**src/rtl/pce_rom_loader.sv**
```systemverilog
// PCE ROM download write path: HPS words to DDR3/SDRAM stores via a
// toggle request/ack pair, plus image metadata for the core.
`timescale 1ns/1ps
module pce_rom_loader #(
  parameter int ADDR_W = 24
) (
  input  logic              clk_sys,
  input  logic              reset,
  input  logic              ioctl_download,
  input  logic [7:0]        ioctl_index,
  input  logic              ioctl_wr,
  input  logic [15:0]       ioctl_dout,
  output logic              ioctl_wait,
  input  logic              swap_bits,
  output logic [ADDR_W-1:0] romwr_a,
  output logic [15:0]       romwr_d,
  output logic              rom_wr,
  input  logic              dd_wrack,
  input  logic              sd_wrack,
  output logic [7:0]        rom_sz,
  output logic              hdr512,
  output logic [9:0]        rd_offset,
  output logic              populous,
  output logic              sgx,
  output logic              load_done
);

  typedef enum logic {
    S_IDLE,
    S_WAIT_ACK
  } state_t;

  state_t      state;
  logic        dl_q;
  logic        finish_pend;
  logic        defer;
  logic        rw_q;
  logic [1:0]  pop_flags;
  logic [15:0] word_q;

  logic        dl_start;
  logic        dl_end;
  logic        acks_eq;
  logic        accept;
  logic        sig_on;
  logic        sig_blk;
  logic        sig_bad;
  logic [15:0] sig_exp;
  logic [15:0] din_sw;
  logic        unused_idx;

  function automatic logic [15:0] bswap(
    input logic [15:0] w,
    input logic        en
  );
    logic [15:0] r;
    r = w;
    if (en) begin
      for (int i = 0; i < 8; i++) begin
        r[i]     = w[7-i];
        r[8+i]   = w[15-i];
      end
    end
    return r;
  endfunction

  assign romwr_d    = bswap(word_q, swap_bits);
  assign din_sw     = bswap(ioctl_dout, swap_bits);
  assign rom_wr     = rw_q;
  assign rd_offset  = hdr512 ? 10'h200 : 10'h000;
  assign unused_idx = ^ioctl_index[7:5];

  assign dl_start = ioctl_download & ~dl_q;
  assign dl_end   = ~ioctl_download & dl_q;
  assign acks_eq  = (rw_q == dd_wrack) && (rw_q == sd_wrack);
  assign accept   = (state == S_IDLE) && ioctl_wr && !dl_start;

  // "POPULOUS" occupies bytes 6..13 of the 16-byte block
  always_comb begin
    sig_on  = 1'b0;
    sig_exp = 16'h0000;
    case (romwr_a[3:0])
      4'd6:    begin sig_on = 1'b1; sig_exp = 16'h4F50; end
      4'd8:    begin sig_on = 1'b1; sig_exp = 16'h5550; end
      4'd10:   begin sig_on = 1'b1; sig_exp = 16'h4F4C; end
      4'd12:   begin sig_on = 1'b1; sig_exp = 16'h5355; end
      default: begin sig_on = 1'b0; sig_exp = 16'h0000; end
    endcase
  end

  assign sig_blk = (romwr_a[23:4] == 20'h001F2) ||
                   (romwr_a[23:4] == 20'h00212);
  assign sig_bad = sig_on && sig_blk && (din_sw != sig_exp);

  // Request toggle survives reset so it stays paired with the controllers
  always_ff @(posedge clk_sys) begin
    if (!reset && acks_eq &&
        (accept || (state == S_WAIT_ACK && defer)))
      rw_q <= ~rw_q;
  end

  always_ff @(posedge clk_sys) begin
    if (reset) begin
      state       <= S_IDLE;
      ioctl_wait  <= 1'b0;
      romwr_a     <= '0;
      rom_sz      <= 8'h00;
      hdr512      <= 1'b0;
      populous    <= 1'b0;
      sgx         <= 1'b0;
      load_done   <= 1'b0;
      finish_pend <= 1'b0;
      pop_flags   <= 2'b11;
      dl_q        <= 1'b0;
      defer       <= 1'b0;
    end else begin
      dl_q      <= ioctl_download;
      load_done <= 1'b0;

      unique case (state)
        S_IDLE: begin
          if (accept) begin
            word_q     <= ioctl_dout;
            ioctl_wait <= 1'b1;
            defer      <= !acks_eq;
            state      <= S_WAIT_ACK;
            if (sig_bad)
              pop_flags[romwr_a[13]] <= 1'b0;
          end
        end
        S_WAIT_ACK: begin
          if (defer) begin
            if (acks_eq)
              defer <= 1'b0;
          end else if (acks_eq) begin
            ioctl_wait <= 1'b0;
            romwr_a    <= romwr_a + ADDR_W'(2);
            state      <= S_IDLE;
          end
        end
      endcase

      if (finish_pend && state == S_IDLE) begin
        hdr512      <= romwr_a[9];
        populous    <= pop_flags[romwr_a[9]];
        rom_sz      <= romwr_a[23:16];
        load_done   <= 1'b1;
        finish_pend <= 1'b0;
      end

      if (dl_end)
        finish_pend <= 1'b1;

      if (dl_start) begin
        romwr_a     <= '0;
        pop_flags   <= 2'b11;
        sgx         <= (ioctl_index[4:0] == 5'd2);
        hdr512      <= 1'b0;
        populous    <= 1'b0;
        finish_pend <= 1'b0;
      end
    end
  end

endmodule

```
**config.mk**
```make
export PLATFORM = sky130hd
export DESIGN_NAME = pce_rom_loader
export DESIGN_NICKNAME = d
export VERILOG_FILES = /design/src/rtl/pce_rom_loader.sv
export SDC_FILE = /design/constraint.sdc
export NUM_CORES = 1
export LEC_CHECK = 0
export BUFFER_PORTS_ARGS = -buffer_cell sky130_fd_sc_hd__buf_4
export CELL_PAD_IN_SITES_DETAIL_PLACEMENT = 1
export CELL_PAD_IN_SITES_GLOBAL_PLACEMENT = 1
export CORE_ASPECT_RATIO = 0.5
export CORE_MARGIN = 2
export CORE_UTILIZATION = 25
export CTS_BUF_LIST = sky130_fd_sc_hd__clkbuf_8
export CTS_CLUSTER_DIAMETER = 200
export DETAILED_ROUTE_END_ITERATION = 7
export PLACE_DENSITY = 0.61
export SETUP_SLACK_MARGIN = 0.05
export SLEW_MARGIN = 20
export SYNTH_ARGS = -nofsm -noshare
export SYNTH_HDL_FRONTEND = slang
export SYNTH_SLANG_ARGS = --single-unit
export TNS_END_PERCENT = 5
```
**constraint.sdc**
```tcl
create_clock -name clk_sys -period 1.9 [get_ports clk_sys]
set_input_delay 0.38 -clock clk_sys [delete_from_list [all_inputs] [get_ports clk_sys]]
set_output_delay 0.38 -clock clk_sys [all_outputs]
set_load 0.01 [all_outputs]
```
Word level (Yosys, flattened, before mapping) --
Index checks and enable logic that the tools add are counted. W data, S select, Z words.
Cells by class: multiplexer cells 23, bitwise logic cells 10, $add $sub $neg 1, reductions and logical operators 22, equal/unequal tests 13, magnitude comparators 3
Operators by type and width (number):
- $pmux W15 S4 | 1
- $mux W16 | 2
- $add A24 B2 Y24 const B | 1
- $eq A20 B10 Y1 const B | 1
- $eq A20 B9 Y1 const B | 1
- $ne A16 B16 Y1 | 1
- $mux W1 | 15
- $eq A4 B4 Y1 const B | 3
- $reduce_and A3 Y1 | 4
- $logic_and A1 B1 Y1 | 10
- $mux W10 | 1
- $not A1 Y1 | 6
- $pmux W1 S2 | 3
- $eq A5 B2 Y1 const B | 1
- $eq A4 B3 Y1 const B | 1
- $lt A1 B2 Y1 const B | 2
- $ne A2 B2 Y1 const B | 2
- $reduce_or A4 Y1 | 1
- $logic_not A1 Y1 | 3
- $and A1 B1 Y1 | 2
- $and A2 B2 Y2 | 1
- $eq A1 B1 Y1 | 2
- $logic_or A1 B1 Y1 | 2
- $ne A2 B1 Y1 const B | 1
- 5 further kinds | 5
Storage, ports and cells: word-level logic and storage cells 86, input port bits 31, bits in registers 60, output and inout bits 64

Depth between registers and ports, before layout --
Gate-level depths: netlist of run 1.
depth in word-level cells 6, gate-level depth with buffers 10, gate-level depth less buffers 8

Worst setup path after synthesis of run 1 --
OpenSTA, ideal clock, no wires.
kind register to register, start point register romwr_a[1], end point register pop_flags[0], library setup time 0.058 ns, cell stages (with the launch flop) 9, data arrival time 2.157 ns, path slack -0.315 ns, buffers on the path 0, period minus slack after synthesis 2.215 ns, data required time 1.842 ns, cell sequence dfxtp_1 inv_1 ha_1 o21ai_0 a21oi_1 or4b_1 nor4_2 a211o_1 a21o_1
On the way: word-level cells in the longest chain between the ends 6, elaborated cells between the ends (all ways) 11, classes of those cells 5 x eq/ne; 2 x mux; 4 x reduce/logical
RTL lines:
- start: declaration | RTL line 15 | output logic [ADDR_W-1:0] romwr_a,
- start signal: assignment | RTL line 137 | romwr_a <= romwr_a + ADDR_W'(2);
- parallel branches: the longest is 4 deep, another holds $ne A16 B16 Y1
- $logic_and A1 B1 Y1 * | RTL line 93 | assign sig_bad = sig_on && sig_blk && (din_sw != sig_exp);
- $reduce_and A3 Y1 (no source line) *
- end signal: assignment | RTL line 113 | pop_flags <= 2'b11;
- end signal: indexed assignment | RTL line 128 | pop_flags[romwr_a[13]] <= 1'b0;
- end signal: assignment | RTL line 156 | pop_flags <= 2'b11;
- end: declaration | RTL line 38 | logic [1:0] pop_flags;
Every way passes the cells marked *. A chain may end at the register's enable or synchronous reset.

Worst setup path in the final report of run 1 --
start point register romwr_a[2], end point register pop_flags[1]
The elaborated chain is that of the path after synthesis.

==> metrics.yaml, run 1 <==
run_status:
  outcome: "finished with violations"
  violations: "setup timing"
min_path:
  whs_path_depth: 1
  hold_path.class: "input pin to register"
  hold_start: "ioctl_dout[12]"
  min_to: "word_q[12]"
worst_setup_path:
  worstSetupPathType: "register to register"
  cp_cell_sequence: "buf_6 > ha_4 > buf_6 > o21ai_4 > a21oi_2 > or4b_4 > nor4_4 > a211o_1 > a21o_1"
  cp_common_cell: "buf_6"
  path_buf_inv: 2
  crit_cells: 9
  cp_top_family: "simple AND/OR/NAND/NOR gates"
  critPathSlowestCell: "or4b_4"
  reg2reg_to: "pop_flags[1]"
  end_kind: "register"
  r2r_cells: 9
  crit_fanout: 5
  cp.required_ps: 2190
  regToRegSetupSlack_ps: -180
  max_stage_delay_ps: 520
  critPathLaunchType: "register"
  r2r-start: "romwr_a[2]"
  worstPathArrival_ps: 2370
die:
  initial_core_util: 0.258
  rows: 28
  fp.coreArea_um2: 11900
  die_w_um: 161
  io_pins: 95
  die_area_um2: 13200
  die_h_um: 82.3
pwr:
  ir_worst_vdd_mv: 0.294
  power.total_w: 0.00292
  p_leak_nw: 1.85
  p_per_area_nw_per_um2: 625
clock_network:
  tritoncts: "done"
  clock_latency_ps: 360
  hold_buffers: 0
  numCtsBuffers: 9
  cts_buffer_depth: 2
  clkTransAtPathRegs_ps: 70
  clkSinkCount: 59
  htree_levels: 3
  cts_root_buffer: "clkbuf_8"
sta:
  hold_viol_final: 0
  period_needed_ps: 2080
  finalCritPeriodShare: 1.09
  clock_skew_ps: 13.1
  rsz0062_at_grt: "true"
  slew_violations: 0
  setup_viol: 6
  fin_ws_ps: -180
  fmax_mhz: 481
placement:
  port_buffers: 81
  dp.final_hpwl_um: 6850
  pre_cts_slack_ps: -279
  gp_congestion: 0.726
  dp.cells: 621
grt:
  grt_max_degree: 19
  grt_pass1_wl_um: 14700
  grt-ovfl-total: 0
  track_usage: 0.143
  grt_pass1_vias: 2907
  antenna_found_initial: 0
synth:
  syn_area_per_cell_um2: 9.35
  ys_top_cells_by_area: "dfxtp_1 (27%), edfxtp_1 (17%), mux2_2 (6.2%)"
  ys_seq_area_frac: 0.440
  synth_top_area_frac: 0.274
  postSynthCellCount: 328
  synth_warnings: 0
  synth_top_cell_by_area: "dfxtp_1"
  synth-edff-count: 17
  async_flop_share: 0
  synth_area_um2: 3070
  yosysUniqueCellTypes: 48
  ys.flop_type: "dfxtp_1"
  ys_ff_latch: 59
route:
  vias: 2892
  drt_pre_antenna_iters: 4
  drc: 0
  drtAntennaViolNets: 0
  viasPerCell: 4.48
  wirelength_um: 9010
  wire_per_inst_um: 14.0
  drtIter0Drc: 52
cells_and_area:
  stdcell_count: 645
  nets: 511
  area_growth_pct: 52.2
  fin_util: 0.393
  antenna_cells: 0
  drive_above_1_share: 0.438
flow_run:
  maxCapViolations: 0
## per-stage QoR
step | TNS [ps] | hold slack [ps] | cell area [um^2]
after detailed placement | -1230 | 447 | 4300
after global routing | -1470 | 200 | 4670
final | -423 | 225 | 4670
after global placement | -944 | 446 | 4300
after CTS | -313 | 205 | 4670
after floorplan | -175 | 426 | 3170
## cell usage after synthesis (2+ instances only)
library cell,n
xor2_1,15
nor2_1,32
buf_2,3
clkbuf_1,8
a2111oi_0,2
nor4_1,3
or4_1,2
or3_1,8
nor3_1,8
buf_1,2
or4b_1,2
a211oi_1,3
nand4_1,7
nand3b_1,2
o22ai_1,2
edfxtp_1,17
mux2i_1,10
nor4b_1,3
xnor2_1,4
nand2_1,34
ha_1,5
o211ai_1,2
inv_1,8
o21ai_0,10
buf_4,13
nand3_1,10
mux2_2,17
dfxtp_1,42
and4b_1,2
a211o_1,2
nor2b_1,3
a21oi_1,23
and4_1,2
nand2b_1,7
a21o_1,2
## power by group
part	total, W	switching [W]	internal (W)
clock network	0.00129	0.000555	0.000735
logic	0.000301	0.000148	0.000154
registers	0.00132	0.0000109	0.00131
total	0.00292	0.000713	0.00220
## flip-flops by register name, indices dropped and copies added (netlist names)
name	count
rom_sz	8
load_done	1
state	1
finish_pend	1
dl_q	1
ioctl_wait	1
pop_flags	2
defer	1
rom_wr	1
populous	1
sgx	1
word_q	16
romwr_a	23
hdr512	1
## worst max-delay path by stage
stage	to	slack (ps)	start
2_1_floorplan	pop_flags[0]	-70	romwr_a[1]
3_3_place_gp	pop_flags[0]	-250	swap_bits
3_5_place_dp	pop_flags[0]	-280	swap_bits
4_1_cts	pop_flags[1]	-160	romwr_a[2]
5_1_grt	pop_flags[1]	-270	romwr_a[2]
6_report	pop_flags[1]	-180	romwr_a[2]
## repair_timing
| item | 4_1_cts | 5_1_grt |
|---|---|---|
| buffers inserted | 8 | 0 |
| pin swaps | 19 | 5 |
| setup endpoints to repair | 13 | 16 |
| gates resized for setup | 19 | 1 |
## area by class of cell
type | count | area [um^2]
multi-input combinational | 243 | 1690
sequential | 59 | 1360
tap | 165 | 206
clock inverter | 7 | 93.8
inverter | 8 | 32.5
fill | 1374 | 7210
timing repair buffer | 154 | 1160
clock buffer | 9 | 124
## cell families after synthesis
logic type	synth area share
AOI/OAI and AO/OA	0.103
xor gates and xnor gates	0.0542
adders and majority gates	0.0204
buffers and inverters	0.0624
DFF	0.440
muxes	0.0950
other	0.00122
and+or+nand+nor	0.223
## worst reg2reg max path: stages, from the launching register on
cell and delay (ps):
dfxtp_4 360, buf_6 120, ha_4 190, buf_6 130, o21ai_4 170, a21oi_2 70, or4b_4 520, nor4_4 210
a211o_1 170, a21o_1 100
## cells in the final DEF (no fill, tap or decap), types with 3 or more instances in the layout
cell type	instances
buf_4	152
dfxtp_1	39
nand2_1	33
nor2_1	32
a21oi_1	22
mux2_2	17
edfxtp_1	17
xor2_1	15
mux2i_1	10
nand3_1	10
conb_1	10
clkbuf_8	9
inv_1	7
nand2b_1	7
nor3_1	7
nand4_1	7
o21ai_0	7
or3_1	7
xnor2_1	4
ha_4	4
a211oi_1	3
nor2b_1	3
nor4_1	3
## metal layers
metal | GRT usage | up-vias | routed length [um]
li1 | - | 1445 | -
met1 | 0.177 | 1376 | 4320
met2 | 0.242 | 64 | 4130
met3 | 0.0455 | 7 | 464
met4 | 0.0459 | 0 | 98
met5 | 0 | - | 0
(Power assumes the default switching activity.)
==> run 2: changes to the inputs <==
--- a/config.mk
+++ b/config.mk
@@ -8,13 +8,13 @@
 export BUFFER_PORTS_ARGS = -buffer_cell sky130_fd_sc_hd__buf_4
 export CELL_PAD_IN_SITES_DETAIL_PLACEMENT = 1
 export CELL_PAD_IN_SITES_GLOBAL_PLACEMENT = 1
-export CORE_ASPECT_RATIO = 0.5
+export CORE_ASPECT_RATIO = 0.9
 export CORE_MARGIN = 2
 export CORE_UTILIZATION = 25
 export CTS_BUF_LIST = sky130_fd_sc_hd__clkbuf_8
 export CTS_CLUSTER_DIAMETER = 200
 export DETAILED_ROUTE_END_ITERATION = 7
-export PLACE_DENSITY = 0.61
+export PLACE_DENSITY = 0.59
 export SETUP_SLACK_MARGIN = 0.05
 export SLEW_MARGIN = 20
 export SYNTH_ARGS = -nofsm -noshare
==> constraint.sdc (replaced) <==
create_clock -name clk_sys -period 2.6 [get_ports clk_sys]
set_input_delay 0.52 -clock clk_sys [delete_from_list [all_inputs] [get_ports clk_sys]]
set_output_delay 0.52 -clock clk_sys [all_outputs]
set_load 0.01 [all_outputs]
==> run 2 against run 1 <==
Against the previous run: the run now ends clean; power is 31% lower; critical path depth is 1 lower; worst hold slack improved by 150 ps; global-route usage decreased by 1.1 points; final cell count shrank 9.9%; worst setup slack improved by 400 ps; first-iteration DRC count is 7.7% lower; sequential power fell by 27%; design area is 13% lower; critical path type unchanged.
==> metrics.yaml, run 2 (synthesis gave the netlist of run 1 again) <==
die:
  die_h_um: 109  # +33%
  die_w_um: 121  # -25%
  fp.coreArea_um2: 12000  # +1.3%
  rows: 38  # +36%
  io_pins: 95  # unchanged
  initial_core_util: 0.255  # -0.00328
  die_area_um2: 13200  # -0.39%
grt:
  antenna_found_initial: 0  # unchanged
  grt_max_degree: 28  # +9
  gr-max-usage-layer: "met2"
  track_usage: 0.132  # -0.0110
  grt_pass1_wl_um: 13600  # -7.5%
  grt_util_met1: 0.179  # +0.00149
  grt_pass1_vias: 2621  # -9.8%
  gr-usage-met2: 0.206  # -0.0364
  gr-usage-met3: 0.0366  # -0.00884
  grt-ovfl-total: 0  # unchanged
pwr:
  p_per_area_nw_per_um2: 495  # -21%
  ir_worst_vdd_mv: 0.159  # -46%
  p_leak_nw: 1.51  # -18%
placement:
  dp.final_hpwl_um: 6290  # -8.1%
  gp_congestion: 0.794  # +9.4%
  port_buffers: 81  # unchanged
  pre_cts_slack_ps: 153  # +432 ps
worst_setup_path:
  r2r_cells: 8  # -1
  critPathSlowestCell: "nor4b_1"
  cp.required_ps: 2840  # +650 ps
  worstPathArrival_ps: 2630  # +260 ps
  max_stage_delay_ps: 500  # -20 ps
  critPathLaunchType: "register"
  end_kind: "register"
  crit_fanout: 8  # +3
  cp_cell_sequence: "inv_1 > ha_1 > nor4b_1 > a2111oi_0 > a41oi_1 > nor4_4 > a211o_1 > a21o_1"
  worstSetupPathType: "register to register"
sta:
  hold_viol_final: 0  # unchanged
  fmax_mhz: 420  # -13%
  setup_tns_ps: 0  # +423 ps
  setup_viol: 0  # -6
  slew_headroom: 0.501
  period_needed_ps: 2380  # +303 ps
  clock_skew_ps: 14.7  # +1.57 ps
  hold_ws_ps: 372  # +147 ps
  fin_ws_ps: 217  # +397 ps
  tightest_slew_ps: 747
  finalCritPeriodShare: 0.917  # -0.178
  slew_violations: 0  # unchanged
cells_and_area:
  fin_util: 0.337  # -0.0556
  layout_commonest_cell: "buf_4"
  top_register: "romwr_a"
  largest_registers: "romwr_a: 23 flops, word_q: 16 flops, rom_sz: 8 flops"
  area_growth_pct: 32.3
  antenna_cells: 0  # unchanged
  fillers: 1389  # +1.1%
  nets: 452  # -12%
  largest_reg_flops: 23  # unchanged
  layout_common_cells: "buf_4 (95), dfxtp_1 (42), nand2_1 (34), nor2_1 (32), a21oi_1 (23)"
  drive_above_1_share: 0.318  # -0.119
route:
  vias: 2709  # -6.3%
  viasPerCell: 4.66  # +4.0%
  drtAntennaViolNets: 0  # unchanged
  wire_per_inst_um: 14.6  # +4.7%
  drt_pre_antenna_iters: 4  # unchanged
  drtIter0Drc: 48  # -7.7%
  wirelength_um: 8500  # -5.7%
  drc: 0  # unchanged
flow_run:
  maxCapViolations: 0  # unchanged
clock_network:
  hold_buffers: 0  # unchanged
  clock_latency_ps: 350  # about the same
  numCtsBuffers: 9  # unchanged
  cts_buffer_depth: 2  # unchanged
  htree_levels: 3  # unchanged
  clkSinkCount: 59  # unchanged
  tritoncts: "done"
  cts_root_buffer: "clkbuf_8"
  clkTransAtPathRegs_ps: 80  # about the same
min_path:
  hold_path.class: "input pin to register"
  whs_path_depth: 1  # unchanged
run_status:
  outcome: "finished clean"
run 2: routing by layer:
layer	vias up	routed length, um
li1	1327	-
met2	71	3980
met1	1303	4020
met3	8	416
met4	0	76
met5	-	0
run 2: critical path: cells and delay by family, from the launching register on:
family,cells,cell delay (ps)
AOI/OAI and AO/OA,4,900
and+or+nand+nor,2,600
DFF,1,410
adders and majority gates,1,290
buffers and inverters,1,80
run 2: report_power, final:
group	leakage, nW	internal [W]	total, W	switching [W]
sequential	0.495	0.000962	0.000970	0.00000848
clock	0.0993	0.000439	0.000845	0.000406
combinational	0.920	0.0000930	0.000194	0.000101
run 2: path summary, 6_finish.rpt:
check	from	end	slack [ps]
max	romwr_a[2]	pop_flags[0]	220
min	ioctl_dout[11]	word_q[11]	370
max reg2reg	romwr_a[2]	pop_flags[0]	220
min reg2reg	rom_sz[6]	rom_sz[6]	460
run 2: cell type report:
| type | count | area, um^2 | area share |
|---|---|---|---|
| Timing Repair Buffer | 95 | 713 | 0.176 |
| Tap cell | 160 | 200 | 0.0493 |
| Sequential cell | 59 | 1350 | 0.333 |
| Clock buffer | 9 | 124 | 0.0305 |
| Multi-Input combinational cell | 243 | 1570 | 0.387 |
| Inverter | 8 | 30.0 | 0.00740 |
| Clock inverter | 7 | 67.6 | 0.0166 |
run 2: timing repair:
item,CTS,global route
endpoints found under the setup margin,0,2
endpoints found under the hold margin,0,0
gates resized for setup,0,3
buffers inserted,0,0
run 2: per-stage QoR:
stage,instance area (um^2),total power [W],std cells
finish,4060,0.00201,581
global route,4060,0.00210,581
CTS,4050,0.00204,581
detailed placement,3850,0.00119,565
global placement,3850,0.00118,565
floorplan,3100,0.00111,337
==> run 3: changes to the inputs <==
--- a/config.mk
+++ b/config.mk
@@ -14,7 +14,7 @@
 export CTS_BUF_LIST = sky130_fd_sc_hd__clkbuf_8
 export CTS_CLUSTER_DIAMETER = 200
 export DETAILED_ROUTE_END_ITERATION = 7
-export PLACE_DENSITY = 0.59
+export PLACE_DENSITY = 0.61
 export SETUP_SLACK_MARGIN = 0.05
 export SLEW_MARGIN = 20
 export SYNTH_ARGS = -nofsm -noshare
==> run 3 against run 2 <==
Against the previous run: wire length decreased by 1.2%; clock power shrank 1%; sequential share of layout area increased by 0.072 points; core utilization down 0.073 points; worst hold slack got worse by 2.2 ps; via count down 1.6%; global-route usage down 0.16 points; sequential power barely moved; non-clock buffer count unchanged; critical path type unchanged.
==> metrics.yaml, run 3 (synthesis gave the netlist of run 1 again) <==
sta:
  setup_viol: 0  # unchanged
  rsz0062_at_grt: "false"
  finalCritPeriodShare: 0.900  # -0.0168
  tightest_slew_ps: 687  # -59.4 ps
  slew_headroom: 0.541  # +0.0397
  slew_violations: 0  # unchanged
  clock_skew_ps: 9.26  # -5.43 ps
  fmax_mhz: 427  # +1.9%
  hold_viol_final: 0  # unchanged
  setup_tns_ps: 0  # unchanged
  fin_ws_ps: 261  # +43.6 ps
  period_needed_ps: 2340  # -43.6 ps
placement:
  dp.final_hpwl_um: 6330  # +0.58%
  port_buffers: 81  # unchanged
  gp_congestion: 0.757  # -4.7%
  pre_cts_slack_ps: 218  # +65.5 ps
route:
  drtIter0Drc: 122  # +150%
  wire_per_inst_um: 14.5  # -1.0%
  drtAntennaViolNets: 0  # unchanged
  drc: 0  # unchanged
  viasPerCell: 4.60  # -1.4%
  drt_pre_antenna_iters: 4  # unchanged
  wirelength_um: 8400  # -1.2%
  vias: 2666  # -1.6%
worst_setup_path:
  critPathLaunchType: "register"
  crit_fanout: 5  # -3
  cp.required_ps: 2890  # +50 ps
  critPathSlowestCell: "or4b_1"
  worstPathArrival_ps: 2630  # about the same
  end_kind: "register"
  worstSetupPathType: "register to register"
  max_stage_delay_ps: 540  # +40 ps
  cp_cell_sequence: "inv_1 > ha_1 > o21ai_0 > a21oi_1 > or4b_1 > nor4_2 > a211o_1 > a21o_1"
  cp_top_family: "simple AND/OR/NAND/NOR gates"
  path_buf_inv: 1  # unchanged
grt:
  track_usage: 0.131  # -0.00160
  grt-ovfl-total: 0  # unchanged
  antenna_found_initial: 0  # unchanged
  grt_pass1_vias: 2638  # +0.65%
  grt_max_degree: 28  # unchanged
  grt_pass1_wl_um: 13200  # -2.8%
die:
  rows: 38  # unchanged
  die_area_um2: 13200  # unchanged
  die_h_um: 109  # unchanged
  initial_core_util: 0.255  # unchanged
  fp.coreArea_um2: 12000  # unchanged
  die_w_um: 121  # unchanged
  io_pins: 95  # unchanged
clock_network:
  cts_buffer_depth: 2  # unchanged
  postCtsSetupBuffers: 0  # unchanged
  tritoncts: "done"
  clkTransAtPathRegs_ps: 60  # -20 ps
  clkSinkCount: 59  # unchanged
  numCtsBuffers: 9  # unchanged
  clock_latency_ps: 350  # about the same
  htree_levels: 3  # unchanged
  cts_root_buffer: "clkbuf_8"
cells_and_area:
  fillers: 1409  # +1.4%
  layout_commonest_cell: "buf_4"
  largest_registers: "romwr_a: 23 flops, word_q: 16 flops, rom_sz: 8 flops"
  nets: 452  # unchanged
  top_register: "romwr_a"
  antenna_cells: 0  # unchanged
  drive_above_1_share: 0.314  # -0.00400
  largest_reg_flops: 23  # unchanged
  area_growth_pct: 32.0
  layout_common_cells: "buf_4 (95), dfxtp_1 (42), nand2_1 (34), nor2_1 (32), a21oi_1 (23)"
run_status:
  outcome: "finished clean"
pwr:
  p_per_area_nw_per_um2: 494  # -0.16%
  ir_worst_vdd_mv: 0.292  # +83%
  p_leak_nw: 1.51  # -0.11%
min_path:
  hold_path.class: "input pin to register"
flow_run:
  maxCapViolations: 0  # unchanged
[run 3: changes by cell type in the layout (fill, tap and decap cells not counted)]
cell	delta
clkbuf_8	+1
clkinv_2	-2
clkinvlp_4	-1
inv_1	+1
nor4_2	+1
nor4_4	-1
o21ai_0	+1
o21ai_1	-1
[run 3: path summary, 6_finish.rpt]
kind,from,to,slack (ps),depth (start not counted)
worst max-delay path,romwr_a[1],pop_flags[1],260,8
worst min-delay path,ioctl_dout[10],word_q[10],370,1
worst max register to register,romwr_a[1],pop_flags[1],260,8
worst min register to register,rom_sz[4],rom_sz[4],460,2
[run 3: worst register-to-register path, cell delays in order (launching register included)]
cell and delay, ps:
dfxtp_1 390, inv_1 80, ha_1 250, o21ai_0 360, a21oi_1 120, or4b_1 540, nor4_2 270, a211o_1 180
a21o_1 100
[run 3: cell type report]
| cell class | count | area (um^2) | share of cell area |
|---|---|---|---|
| inverter | 8 | 30.0 | 0.00741 |
| sequential | 59 | 1350 | 0.334 |
| clock buffer | 10 | 138 | 0.0340 |
| clock inverter | 5 | 53.8 | 0.0133 |
| multi-input combinational | 243 | 1560 | 0.386 |
| tap | 160 | 200 | 0.0494 |
| timing repair buffer | 95 | 713 | 0.176 |
[run 3: what timing repair did]
item,in CTS,in global routing
gates resized for setup,0,1
hold buffers,0,0
endpoints found under the setup margin,0,2
[run 3: power by group]
group	switching (W)	total, W	internal (W)
combinational	0.000101	0.000195	0.0000940
sequential	0.00000837	0.000970	0.000962
clock	0.000376	0.000836	0.000460
total	0.000486	0.00200	0.00152
[run 3: layer usage]
metal	GRT usage	vias to the layer above	wire length [um]
li1	-	1319	-
met1	0.161	1272	4000
met2	0.212	65	3860
met3	0.0345	10	414
met4	0.0648	0	128
met5	0	-	0
[run 3: metrics by stage]
stage	util	cell area (um^2)	std cells	hold WS, ps	total power, W
after floorplan	-	3100	337	426	0.00111
after global placement	0.320	3850	565	434	0.00118
after detailed placement	0.320	3850	565	447	0.00119
after CTS	0.336	4050	580	345	0.00203
after global routing	0.337	4050	580	352	0.00208
final	0.337	4050	580	370	0.00200
